`config.mk`:
```
export PLATFORM = sky130hd
export DESIGN_NAME = cmd_executor
export DESIGN_NICKNAME = d
export VERILOG_FILES = /design/src/rtl/cmd_executor.sv
export SDC_FILE = /design/constraint.sdc
export NUM_CORES = 1
export LEC_CHECK = 0
export ABC_AREA = 1
export BUFFER_PORTS_ARGS = -buffer_cell sky130_fd_sc_hd__buf_2
export CORE_ASPECT_RATIO = 0.7
export CORE_MARGIN = 2
export CORE_UTILIZATION = 30
export DETAILED_ROUTE_END_ITERATION = 10
export HOLD_SLACK_MARGIN = 0.02
export PLACE_DENSITY = 0.44
export SLEW_MARGIN = 0
export SYNTH_ARGS = -nofsm -noshare
export SYNTH_HDL_FRONTEND = slang
export SYNTH_SLANG_ARGS = --single-unit
```
`constraint.sdc`:
```
create_clock -name clk -period 5.5 [get_ports clk]
set_input_delay 0.55 -clock clk [delete_from_list [all_inputs] [get_ports clk]]
set_output_delay 0.55 -clock clk [all_outputs]
set_load 0.005 [all_outputs]
```
`src/rtl/cmd_executor.sv`:
```
// cmd_executor: runs one decoded SET / WAIT / CHECK command at a time
// and answers each with a single-cycle ack carrying a status code.
module cmd_executor #(
   parameter int                 G_NB_IO     = 16,
   parameter int                 G_NB_EVENT  = 8,
   parameter int                 G_TIMEOUT_W = 32,
   parameter logic [G_NB_IO-1:0] G_SET_RST   = '0
) (
   input  logic                        clk,
   input  logic                        rst,
   input  logic                        i_sel_set,
   input  logic                        i_sel_wait,
   input  logic                        i_sel_check,
   input  logic [$clog2(G_NB_EVENT):0] i_idx,
   input  logic                        i_level,
   input  logic [G_TIMEOUT_W-1:0]      i_timeout,
   input  logic [G_NB_IO-1:0]          i_value,
   input  logic [G_NB_IO-1:0]          i_mask,
   input  logic [G_NB_EVENT-1:0]       i_events,
   input  logic [G_NB_IO-1:0]          i_check_bus,
   output logic [G_NB_IO-1:0]          o_set_bus,
   output logic                        o_busy,
   output logic                        o_ack,
   output logic                        o_err,
   output logic [1:0]                  o_err_code,
   output logic [15:0]                 o_err_cnt,
   output logic                        o_overrun
);

   localparam int                     EW     = $clog2(G_NB_EVENT);
   localparam logic [EW:0]            NB_EV  = (EW+1)'(G_NB_EVENT);
   localparam logic [G_TIMEOUT_W-1:0] TO_ONE = G_TIMEOUT_W'(1);

   localparam logic [1:0] C_OK  = 2'd0;
   localparam logic [1:0] C_TMO = 2'd1;
   localparam logic [1:0] C_MIS = 2'd2;
   localparam logic [1:0] C_ILL = 2'd3;

   // EXEC_ILL holds an illegal command for one cycle so it acks at E1
   typedef enum logic [2:0] {
      IDLE,
      EXEC_SET,
      EXEC_WAIT,
      EXEC_CHECK,
      EXEC_ILL
   } state_t;

   state_t                 state_q, state_d;
   logic [EW-1:0]          idx_q, idx_d;
   logic                   level_q, level_d;
   logic [G_TIMEOUT_W-1:0] tmo_q, tmo_d;
   logic [G_NB_IO-1:0]     value_q, value_d;
   logic [G_NB_IO-1:0]     mask_q, mask_d;
   logic [G_TIMEOUT_W-1:0] cnt_q, cnt_d;
   logic [G_NB_IO-1:0]     set_q, set_d;
   logic                   busy_q, busy_d;
   logic                   ack_q, ack_d;
   logic                   err_q, err_d;
   logic [1:0]             code_q, code_d;
   logic [15:0]            errcnt_q, errcnt_d;
   logic                   ovr_q, ovr_d;

   logic [2:0]             sel;
   logic                   done;
   logic [1:0]             code;

   assign sel = {i_sel_set, i_sel_wait, i_sel_check};

   always_ff @(posedge clk or posedge rst) begin
      if (rst) begin
         state_q  <= IDLE;
         idx_q    <= '0;
         level_q  <= 1'b0;
         tmo_q    <= '0;
         value_q  <= '0;
         mask_q   <= '0;
         cnt_q    <= '0;
         set_q    <= G_SET_RST;
         busy_q   <= 1'b0;
         ack_q    <= 1'b0;
         err_q    <= 1'b0;
         code_q   <= C_OK;
         errcnt_q <= '0;
         ovr_q    <= 1'b0;
      end else begin
         state_q  <= state_d;
         idx_q    <= idx_d;
         level_q  <= level_d;
         tmo_q    <= tmo_d;
         value_q  <= value_d;
         mask_q   <= mask_d;
         cnt_q    <= cnt_d;
         set_q    <= set_d;
         busy_q   <= busy_d;
         ack_q    <= ack_d;
         err_q    <= err_d;
         code_q   <= code_d;
         errcnt_q <= errcnt_d;
         ovr_q    <= ovr_d;
      end
   end

   always_comb begin
      state_d  = state_q;
      idx_d    = idx_q;
      level_d  = level_q;
      tmo_d    = tmo_q;
      value_d  = value_q;
      mask_d   = mask_q;
      cnt_d    = cnt_q;
      set_d    = set_q;
      busy_d   = busy_q;
      ack_d    = 1'b0;
      err_d    = 1'b0;
      code_d   = C_OK;
      errcnt_d = errcnt_q;
      ovr_d    = ovr_q;
      done     = 1'b0;
      code     = C_OK;

      if (busy_q && (sel != 3'b000)) begin
         ovr_d = 1'b1;
      end

      unique case (state_q)
         IDLE: begin
            if (sel != 3'b000) begin
               idx_d   = i_idx[EW-1:0];
               level_d = i_level;
               tmo_d   = i_timeout;
               value_d = i_value;
               mask_d  = i_mask;
               cnt_d   = '0;
               busy_d  = 1'b1;
               unique case (sel)
                  3'b100:  state_d = EXEC_SET;
                  3'b010:  state_d = (i_idx >= NB_EV) ? EXEC_ILL
                                                      : EXEC_WAIT;
                  3'b001:  state_d = EXEC_CHECK;
                  default: state_d = EXEC_ILL;
               endcase
            end
         end
         EXEC_SET: begin
            set_d = (set_q & ~mask_q) | (value_q & mask_q);
            done  = 1'b1;
         end
         EXEC_CHECK: begin
            done = 1'b1;
            if (((i_check_bus ^ value_q) & mask_q) != '0) begin
               code = C_MIS;
            end
         end
         EXEC_WAIT: begin
            // a matching event beats a timeout landing on the same edge
            if (i_events[idx_q] == level_q) begin
               done = 1'b1;
            end else if ((tmo_q != '0) && (cnt_q == tmo_q - TO_ONE)) begin
               done = 1'b1;
               code = C_TMO;
            end else begin
               cnt_d = cnt_q + TO_ONE;
            end
         end
         EXEC_ILL: begin
            done = 1'b1;
            code = C_ILL;
         end
         default: begin
            state_d = IDLE;
            busy_d  = 1'b0;
         end
      endcase

      if (done) begin
         state_d = IDLE;
         busy_d  = 1'b0;
         ack_d   = 1'b1;
         code_d  = code;
         err_d   = (code != C_OK);
         if (err_d && (errcnt_q != 16'hFFFF)) begin
            errcnt_d = errcnt_q + 16'd1;
         end
      end
   end

   assign o_set_bus  = set_q;
   assign o_busy     = busy_q;
   assign o_ack      = ack_q;
   assign o_err      = err_q;
   assign o_err_code = code_q;
   assign o_err_cnt  = errcnt_q;
   assign o_overrun  = ovr_q;

endmodule

```
==> results of run 1 <==
[layer usage]
layer  GRT usage (%)  vias to the layer above
li1                -                     4273
met1            31.7                     3925
met2            25.7                      193
met3            3.89                       19
met4            4.68                        0
met5               0                        -
[worst paths after layout]
check	from	end	slack, ps	depth (start not counted)
worst min-delay path	rst	value_q[13]	90	2
worst max-delay path	tmo_q[0]	cnt_q[28]	2090	17
max in group asynchronous	rst	cnt_q[14]	4350	3
worst min register to register	o_overrun	o_overrun	460	1
min in group clk	i_idx[1]	idx_q[1]	290	3
worst max register to register	tmo_q[0]	cnt_q[28]	2090	17
[final cells by class]
cell class	count	area, um^2	share of cell area [%]
clock buffers	17	425	4.09
clock inverters	15	186	1.79
inverters	105	399	3.84
multi-input cells	977	4660	44.8
flip-flops and latches	141	3530	33.9
well taps	378	473	4.55
repair buffers	142	728	7.00
[cell families (layout without fill, tap and decap cells)]
family                   count (synthesis)  in the layout  share of synthesized area (%)
buffers and inverters                  145            279                           6.77
AO/OA/AOI/OAI                          101            101                           6.57
AND/OR/NAND/NOR                        796            796                           38.3
adder cells (fa/ha/maj)                  4              4                          0.570
XOR/XNOR                                75             75                           7.49
flip-flops                             141            141                           40.2
multiplexers                             1              1                          0.114
[stage by stage]
stage / util (%) / worst slack [ps] / std cells
floorplan: - / 1170 / 1263
CTS: 36.1 / 2090 / 1775
global placement: 33.9 / 2130 / 1743
global route: 36.1 / 1640 / 1775
finish: 36.1 / 2090 / 1775
detailed placement: 33.9 / 2110 / 1743
[synthesized netlist by cell type (8+ instances only)]
cell type / n
nand2_1: 458
nor2_1: 154
dfrtp_1: 141
inv_1: 103
nand3_1: 93
o21ai_0: 47
xor2_1: 42
xnor2_1: 33
nor3_1: 25
clkbuf_1: 24
a21oi_1: 20
a31oi_1: 17
nand4_1: 13
nand3b_1: 12
nor4_1: 12
nor2_2: 8
[power by group through the flow]
stage	registers, W	logic [W]	clock network, W
after floorplan	0.00168	0.00152	0
after global placement	0.00179	0.00210	0
after detailed placement	0.00178	0.00210	0
after CTS	0.00177	0.00211	0.00127
after global routing	0.00183	0.00241	0.00132
final	0.00177	0.00209	0.00123
==> flow_summary.toml, run 1 <==
[timing]
finalCritPeriodShare_pct = 62.0
finalSetupViolCount = 0
setup_total_negative_slack_ps = 0
finClkSkew_ps = 8.82
maxSlewViolCount = 0
rsz0062_at_grt = "no"
hold_viol = 0
whs_ps = 93.6
min_period_ps = 3410
fmax_mhz = 293
max-slew-margin-rel_pct = 27.1
max_slew.worst_pin.slew_ps = 1090

[worst_setup_path]
cp-end-kind = "flop"
slowest_delay_ps = 490
worst_path_max_delay_cell = "nand2_2"
crit_family = "simple AND/OR/NAND/NOR gates"
crit_path_max_fanout = 33
cp_num_buf_inv = 2
cp.arrival_ps = 3730
cp_cell_sequence = "inv_1, ha_1, nand2_2, nor2_4, nand2_1, or2_2, nand3_1, nor2_1, nand2_1, nor2_1, nand2_1, nor2_2, nand4_2, buf_4, nand2_2, nand2_1, nand2_1"
path_class = "flop to flop"
critPathLaunchType = "flop"
crit_top_cell = "nand2_1"
required_ps = 5820

[detailed_routing]
vias_per_cell = 4.74
drt-pass1-iter-count = 5
wl_mm = 28.7
antenna_left = 0
vias = 8410
dr_wl_met2_mm = 11.1
top_layer = "met4"
first_iter_violations = 619
met1_length_mm = 15.9
met3_length_mm = 1.46
drc_errors = 0
wire_per_inst_um = 16.2

[clocking]
cts_sinks = 141
ctsHoldBuffers = 0
clock_latency_ps = 450
htreeDepth = 4
post_cts_buffers = 0
cts_root_buf = "clkbuf_16"
cts_resized = 0
path_clk_slew_ps = 70
cts_tree = "done"
cts_made_buffers = 17
cts_buffer_depth = 2

[logic_synthesis]
synth_top_area_share_pct = 40.2
yosysWarnings = 0
synth.avg_cell_area_um2 = 6.95
yosys-top-cells-area = "dfrtp_1 (40%), nand2_1 (20%), nor2_1 (6.6%)"
ys.flop_type = "dfrtp_1"
synth-edff-count = 0
ys_seq_elements = 141
syn-num-nets = 1365
syn_area_um2 = 8770
seq_area_frac_synth_pct = 40.2
syn_inst = 1263
synth-async-reset-ratio_pct = 100
synth_top_cell_by_area = "dfrtp_1"
yosysUniqueCellTypes = 39

[finish]
antenna_cells = 0
final_cell_mix = "nand2_1 (458), nor2_1 (154), dfrtp_1 (141)"
drive_above_1_share_pct = 14.6
area_growth_pct = 18.5
final_common_cell = "nand2_1"
fill_cells = 3192
nets = 1486
final_cell_area_um2 = 10400

[power_and_ir_drop]
ir_drop_mv = 0.315
seqPwrFrac_pct = 34.8
p_per_area_nw_per_um2 = 490
total_power_w = 0.00509
swShare_pct = 44.9
p_comb_share_pct = 41.0
clkPwrFrac_pct = 24.2
p_leak_nw = 5.00
switching_power_w = 0.00228
p_int_w = 0.00281

[global_route]
grt_pass1_wl_mm = 46.2
grt_overflow = 0
antenna_found_initial = 0
first_global_vias = 7972
track_usage_pct = 19.5
grt_max_degree = 65

[die]
io_pins = 136
rows = 52
coreArea_um2 = 28800
die_h_um = 147
die_x_um = 208
initial_core_util_pct = 30.4
die_area_um2 = 30700

[placement]
place.gp.congestion = 0.863
io_buffers = 135
place_area_um2 = 9780
dp_hpwl_mm = 21.5

[run]
cap_violations = 0

[status]
outcome = "complete, no violations"

[min_path]
hold_class = "primary input to asynchronous set/reset pin"
Note: power is estimated with default switching activity, not from simulation.
==> inputs of run 2 (changes only) <==
--- a/config.mk
+++ b/config.mk
@@ -12,7 +12,7 @@
 export CORE_UTILIZATION = 30
 export DETAILED_ROUTE_END_ITERATION = 10
 export HOLD_SLACK_MARGIN = 0.02
-export PLACE_DENSITY = 0.44
+export PLACE_DENSITY = 0.45
 export SLEW_MARGIN = 0
 export SYNTH_ARGS = -nofsm -noshare
 export SYNTH_HDL_FRONTEND = slang
==> constraint.sdc (replaced) <==
create_clock -name clk -period 2.8 [get_ports clk]
set_input_delay 0.28 -clock clk [delete_from_list [all_inputs] [get_ports clk]]
set_output_delay 0.28 -clock clk [all_outputs]
set_load 0.005 [all_outputs]
==> run 2 against run 1 <==
Combinational power is 130% higher. Worst setup slack got worse by 2000 ps. Critical path depth is 3 higher. First-iteration DRC count up 18%. Non-clock buffer count increased by 39. Utilization grew 2.0 points.
==> flow_summary.toml, run 2 (synthesized netlist as in run 1, its figures left out) <==
[status]
outcome = "complete, no violations"

[worst_setup_path]
crit_family = "simple AND/OR/NAND/NOR gates"
required_ps = 3180
critPathLaunchType = "flop"
cp-end-kind = "flop"
slowest_delay_ps = 390
worstReg2RegStart = "tmo_q[5]"
cp.arrival_ps = 3070
worst_path_max_delay_cell = "dfrtp_1"
path_class = "flop to flop"
startpoint = "tmo_q[5]"
crit_path_max_fanout = 8
cp_num_buf_inv = 5
crit_top_cell = "nand2_1"
cp_cell_sequence = "buf_4, nor2_2, nand2_2, nor2_4, buf_4, nand2_1, clkinv_1, nor2_1, nand2_1, nand2_1, inv_1, nand2_1, nor2_1, nand3_1, nor2_4, nand4_4, nand2_8, clkbuf_16, nand3_1, nand2_1"

[die]
die_area_um2 = 30700
coreArea_um2 = 28800
die_x_um = 208
io_pins = 136
initial_core_util_pct = 30.4
rows = 52
die_h_um = 147

[finish]
final_common_cell = "nand2_1"
final_cell_mix = "nand2_1 (450), nor2_1 (141), dfrtp_1 (140)"
drive_above_1_share_pct = 18.1
nets = 1526
antenna_cells = 0
fill_cells = 3113
area_growth_pct = 25.0

[placement]
place.gp.congestion = 0.955
dp_slack_ps = -17.1
io_buffers = 135
dp_hpwl_mm = 22.0

[global_route]
grt_overflow = 0
grt_max_degree = 139
antenna_found_initial = 0
first_global_vias = 8310
grt_pass1_wl_mm = 47.0
track_usage_pct = 19.9

[detailed_routing]
antenna_left = 0
drc_errors = 0
vias = 8573
wire_per_inst_um = 16.2
drt-pass1-iter-count = 5
wl_mm = 29.4
vias_per_cell = 4.73
first_iter_violations = 729

[min_path]
hold_class = "primary input to flop"
holdCritStartpoint = "i_idx[1]"

[clocking]
cts_made_buffers = 17
path_clk_slew_ps = 60
cts_root_buf = "clkbuf_16"
cts_tree = "done"
clock_latency_ps = 440
cts_buffer_depth = 2
htreeDepth = 4
cts_sinks = 141

[timing]
maxSlewViolCount = 0
min_period_ps = 2700
finClkSkew_ps = 11.7
max-slew-margin-rel_pct = 44.0
max_slew.worst_pin.slew_ps = 831
worst_slack_ps = 104
finalSetupViolCount = 0
fmax_mhz = 371
finalCritPeriodShare_pct = 96.3
hold_viol = 0

[power_and_ir_drop]
p_leak_nw = 5.24
total_power_w = 0.0106
p_per_area_nw_per_um2 = 964
ir_drop_mv = 0.465

[run]
cap_violations = 0
## run 2: cell types whose count changed in the layout (fill, tap and decap cells not counted), sizes merged
cell and change:
buf +27, clkbuf +2, clkinv -3, clkinvlp +1
dlygate4sd3 +11, inv -2, nand2 +1
## run 2: path summary, 6_finish.rpt
| path | end | slack (ps) | cells past startpoint |
|---|---|---|---|
| worst max-delay path | o_err_cnt[3] | 100 | 20 |
| worst min-delay path | idx_q[1] | 40 | 3 |
| worst max register to register | o_err_cnt[3] | 100 | 20 |
| worst min register to register | o_overrun | 450 | 1 |
| max in group asynchronous | tmo_q[2] | 1510 | 4 |
| min in group asynchronous | idx_q[0] | 280 | 3 |
## run 2: what timing repair did
action	in CTS	in global routing
endpoints found under the setup margin	16	54
gates cloned	0	2
gates resized for setup	2	44
pin swaps	0	9
hold endpoints to repair	13	0
setup buffers	0	4
hold buffers	11	0
## run 2: area by class of cell
cell class	count	area [um^2]	share of cell area, %
clock buffer	18	429	3.91
clock inverter	11	145	1.32
inverter	105	398	3.63
multi-input combinational	978	4840	44.2
sequential	141	3530	32.2
tap	378	473	4.31
timing repair buffer	181	1140	10.4
## run 2: worst reg2reg max path: cells and delay by family (launching register included)
family / cells / cell delay, ps
buffers and inverters: 5 / 580
flip-flops: 1 / 390
AND/OR/NAND/NOR: 15 / 1680
## run 2: through the flow
step,setup TNS (ps),area (um^2),std cells,util [%],hold WS [ps]
after floorplan,0,8780,1263,-,390
after global placement,0,10000,1766,34.8,179
after detailed placement,-153,10000,1766,34.8,179
after CTS,0,10700,1806,37.2,20.1
after global routing,-430,11000,1812,38.0,25.4
final,0,11000,1812,38.0,41.7
## run 2: power breakdown
group	total (W)	internal, W	switching, W	leakage, nW
Sequential	0.00354	0.00275	0.000789	1.79
Combinational	0.00472	0.00174	0.00298	3.18
Clock	0.00231	0.00138	0.000929	0.274
Total	0.0106	0.00587	0.00469	5.24
## run 2: layer usage
layer	part of all wire, %	GRT usage [%]
met5	0	0
met4	0.72	3.71
met3	6.4	5.13
met2	39	26.2
met1	54	31.8
==> inputs of run 3 (changes only) <==
--- a/config.mk
+++ b/config.mk
@@ -9,10 +9,11 @@
 export BUFFER_PORTS_ARGS = -buffer_cell sky130_fd_sc_hd__buf_2
 export CORE_ASPECT_RATIO = 0.7
 export CORE_MARGIN = 2
-export CORE_UTILIZATION = 30
+export CORE_UTILIZATION = 52
 export DETAILED_ROUTE_END_ITERATION = 10
+export GPL_TIMING_DRIVEN = 0
 export HOLD_SLACK_MARGIN = 0.02
-export PLACE_DENSITY = 0.45
+export PLACE_DENSITY = 0.73
 export SLEW_MARGIN = 0
 export SYNTH_ARGS = -nofsm -noshare
 export SYNTH_HDL_FRONTEND = slang
==> run 3 against run 2 <==
Register-to-register slack worse by 40 ps. Clock skew is 2.1 ps lower. Cell count shrank 7.5%. Critical path type unchanged. Highest routed layer unchanged.
==> flow_summary.toml, run 3 (synthesized netlist as in run 1, its figures left out) <==
[timing]
rsz0062_at_grt = "yes"
finalSetupViolCount = 0
max-slew-margin-rel_pct = 53.6
hold_viol = 0
min_period_ps = 2740
worst_slack_ps = 64.0
fmax_mhz = 365
maxSlewViolCount = 0
finClkSkew_ps = 9.68
finalCritPeriodShare_pct = 97.7
max_slew.worst_pin.slew_ps = 691

[min_path]
hold_class = "primary input to flop"
min_to = "mask_q[13]"
whs_path_depth = 3
holdCritStartpoint = "i_mask[13]"

[placement]
dp_hpwl_mm = 20.3
io_buffers = 135
dp_slack_ps = -195
dp_cells = 1627
place_area_um2 = 9810
place.gp.congestion = 0.969

[worst_setup_path]
r2r_cells = 17
startpoint = "tmo_q[12]"
path_class = "flop to flop"
crit_path_max_fanout = 8
r2r_slack_ps = 60
worstReg2RegStart = "tmo_q[12]"
rr_endpoint = "o_err_cnt[0]"
required_ps = 3130
critPathLaunchType = "flop"
cp.arrival_ps = 3060
cp-end-kind = "flop"

[finish]
stdcell_count = 1676
final_cell_mix = "nand2_1 (442), nor2_1 (140), dfrtp_1 (139)"
nets = 1540
final_common_cell = "nand2_1"
antenna_cells = 0
drive_above_1_share_pct = 18.6
final_cell_area_um2 = 10800
fill_cells = 1481
area_growth_pct = 23.2

[global_route]
grt_pass1_wl_mm = 43.4
first_global_vias = 8398
grt_max_degree = 40
track_usage_pct = 30.7
grt_overflow = 0
antenna_found_initial = 0

[die]
io_pins = 136
die_h_um = 113
die_area_um2 = 17900
rows = 39
die_x_um = 159
coreArea_um2 = 16400
initial_core_util_pct = 53.5

[detailed_routing]
drt-pass1-iter-count = 5
drc_errors = 0
vias_per_cell = 5.38
antenna_left = 0
wire_per_inst_um = 15.9
first_iter_violations = 1027
wl_mm = 26.7
vias = 9025

[clocking]
cts_sinks = 141
cts_tree = "done"
path_clk_slew_ps = 70
htreeDepth = 4
cts_made_buffers = 17
clock_latency_ps = 440
cts_root_buf = "clkbuf_16"
cts_buffer_depth = 2

[run]
cap_violations = 0

[power_and_ir_drop]
ir_drop_mv = 0.600
p_per_area_nw_per_um2 = 987
p_leak_nw = 5.24

[status]
outcome = "complete, no violations"
[run 3: changes by cell type in the layout (fill, tap and decap cells not counted), moves of 3 or more]
cell	delta
buf_4	-13
nand2_2	+7
clkbuf_1	+23
buf_1	+4
inv_6	+3
buf_6	+5
inv_8	+4
clkinv_2	-3
nand2_1	-8
dlygate4sd3_1	-10
[run 3: power by group]
group / internal, W / total [W] / switching, W
logic: 0.00179 / 0.00483 / 0.00304
clock network: 0.00127 / 0.00231 / 0.00104
registers: 0.00275 / 0.00352 / 0.000770
total: 0.00581 / 0.0107 / 0.00485
[run 3: worst max-delay path by stage]
stage | end | slack, ps | cells after the start
after floorplan | o_err_cnt[0] | 420 | 19
after global placement | o_err_cnt[2] | -260 | 2
after detailed placement | o_err_cnt[0] | -190 | 18
after CTS | o_err_cnt[8] | 5 | 17
after global routing | o_err_cnt[0] | -170 | 17
final | o_err_cnt[0] | 60 | 17
[run 3: final cells by class]
class / instances / area, um^2 / share of cell area, %
multi-input combinational: 977 / 4860 / 45.0
tap: 225 / 282 / 2.61
sequential: 141 / 3530 / 32.7
buffer: 40 / 221 / 2.05
clock buffer: 17 / 425 / 3.94
timing repair buffer: 156 / 922 / 8.53
clock inverter: 15 / 168 / 1.55
inverter: 105 / 398 / 3.68
[run 3: what timing repair did]
action | CTS | global route
resized for setup | 11 | 62
pin swaps | 4 | 21
hold endpoints to repair | 39 | 0
hold buffers | 1 | 0
cloned | 0 | 4
setup endpoints to repair | 46 | 52
setup buffers | 4 | 8
[run 3: critical path, cell delays in order, from the launching register on]
cell and delay, ps:
dfrtp_1 440, nor2_1 190, nand2_1 130, nor2_2 240, nand2_2 130, nor2_1 120, nand2_1 80, nand3_1 120
nand2_1 60, nor2_1 140, nand3_2 140, nor2_4 180, nand4_4 130, nand2_4 160, nand2_8 90, clkbuf_16 180
nand2_4 50, nand2_2 50
[run 3: routing by layer]
metal	share of wire, %	track usage [%]	routed length (um)	up-vias
met4	1.1	6.42	282	0
met2	41	43.3	11000	407
met5	0	0	0	-
met3	8.7	6.69	2320	24
li1	-	-	-	4374
met1	49	48.1	13100	4220
[run 3: through the flow]
stage                     TNS, ps  utilization, %  hold slack [ps]  total power, W
after floorplan                 0               -              390         0.00629
after global placement     -37920            59.4              435         0.00764
after detailed placement    -2930            59.9              162         0.00773
after CTS                       0            64.0             27.3          0.0102
after global routing        -3590            65.9             30.4          0.0115
final                           0            65.9             33.7          0.0107
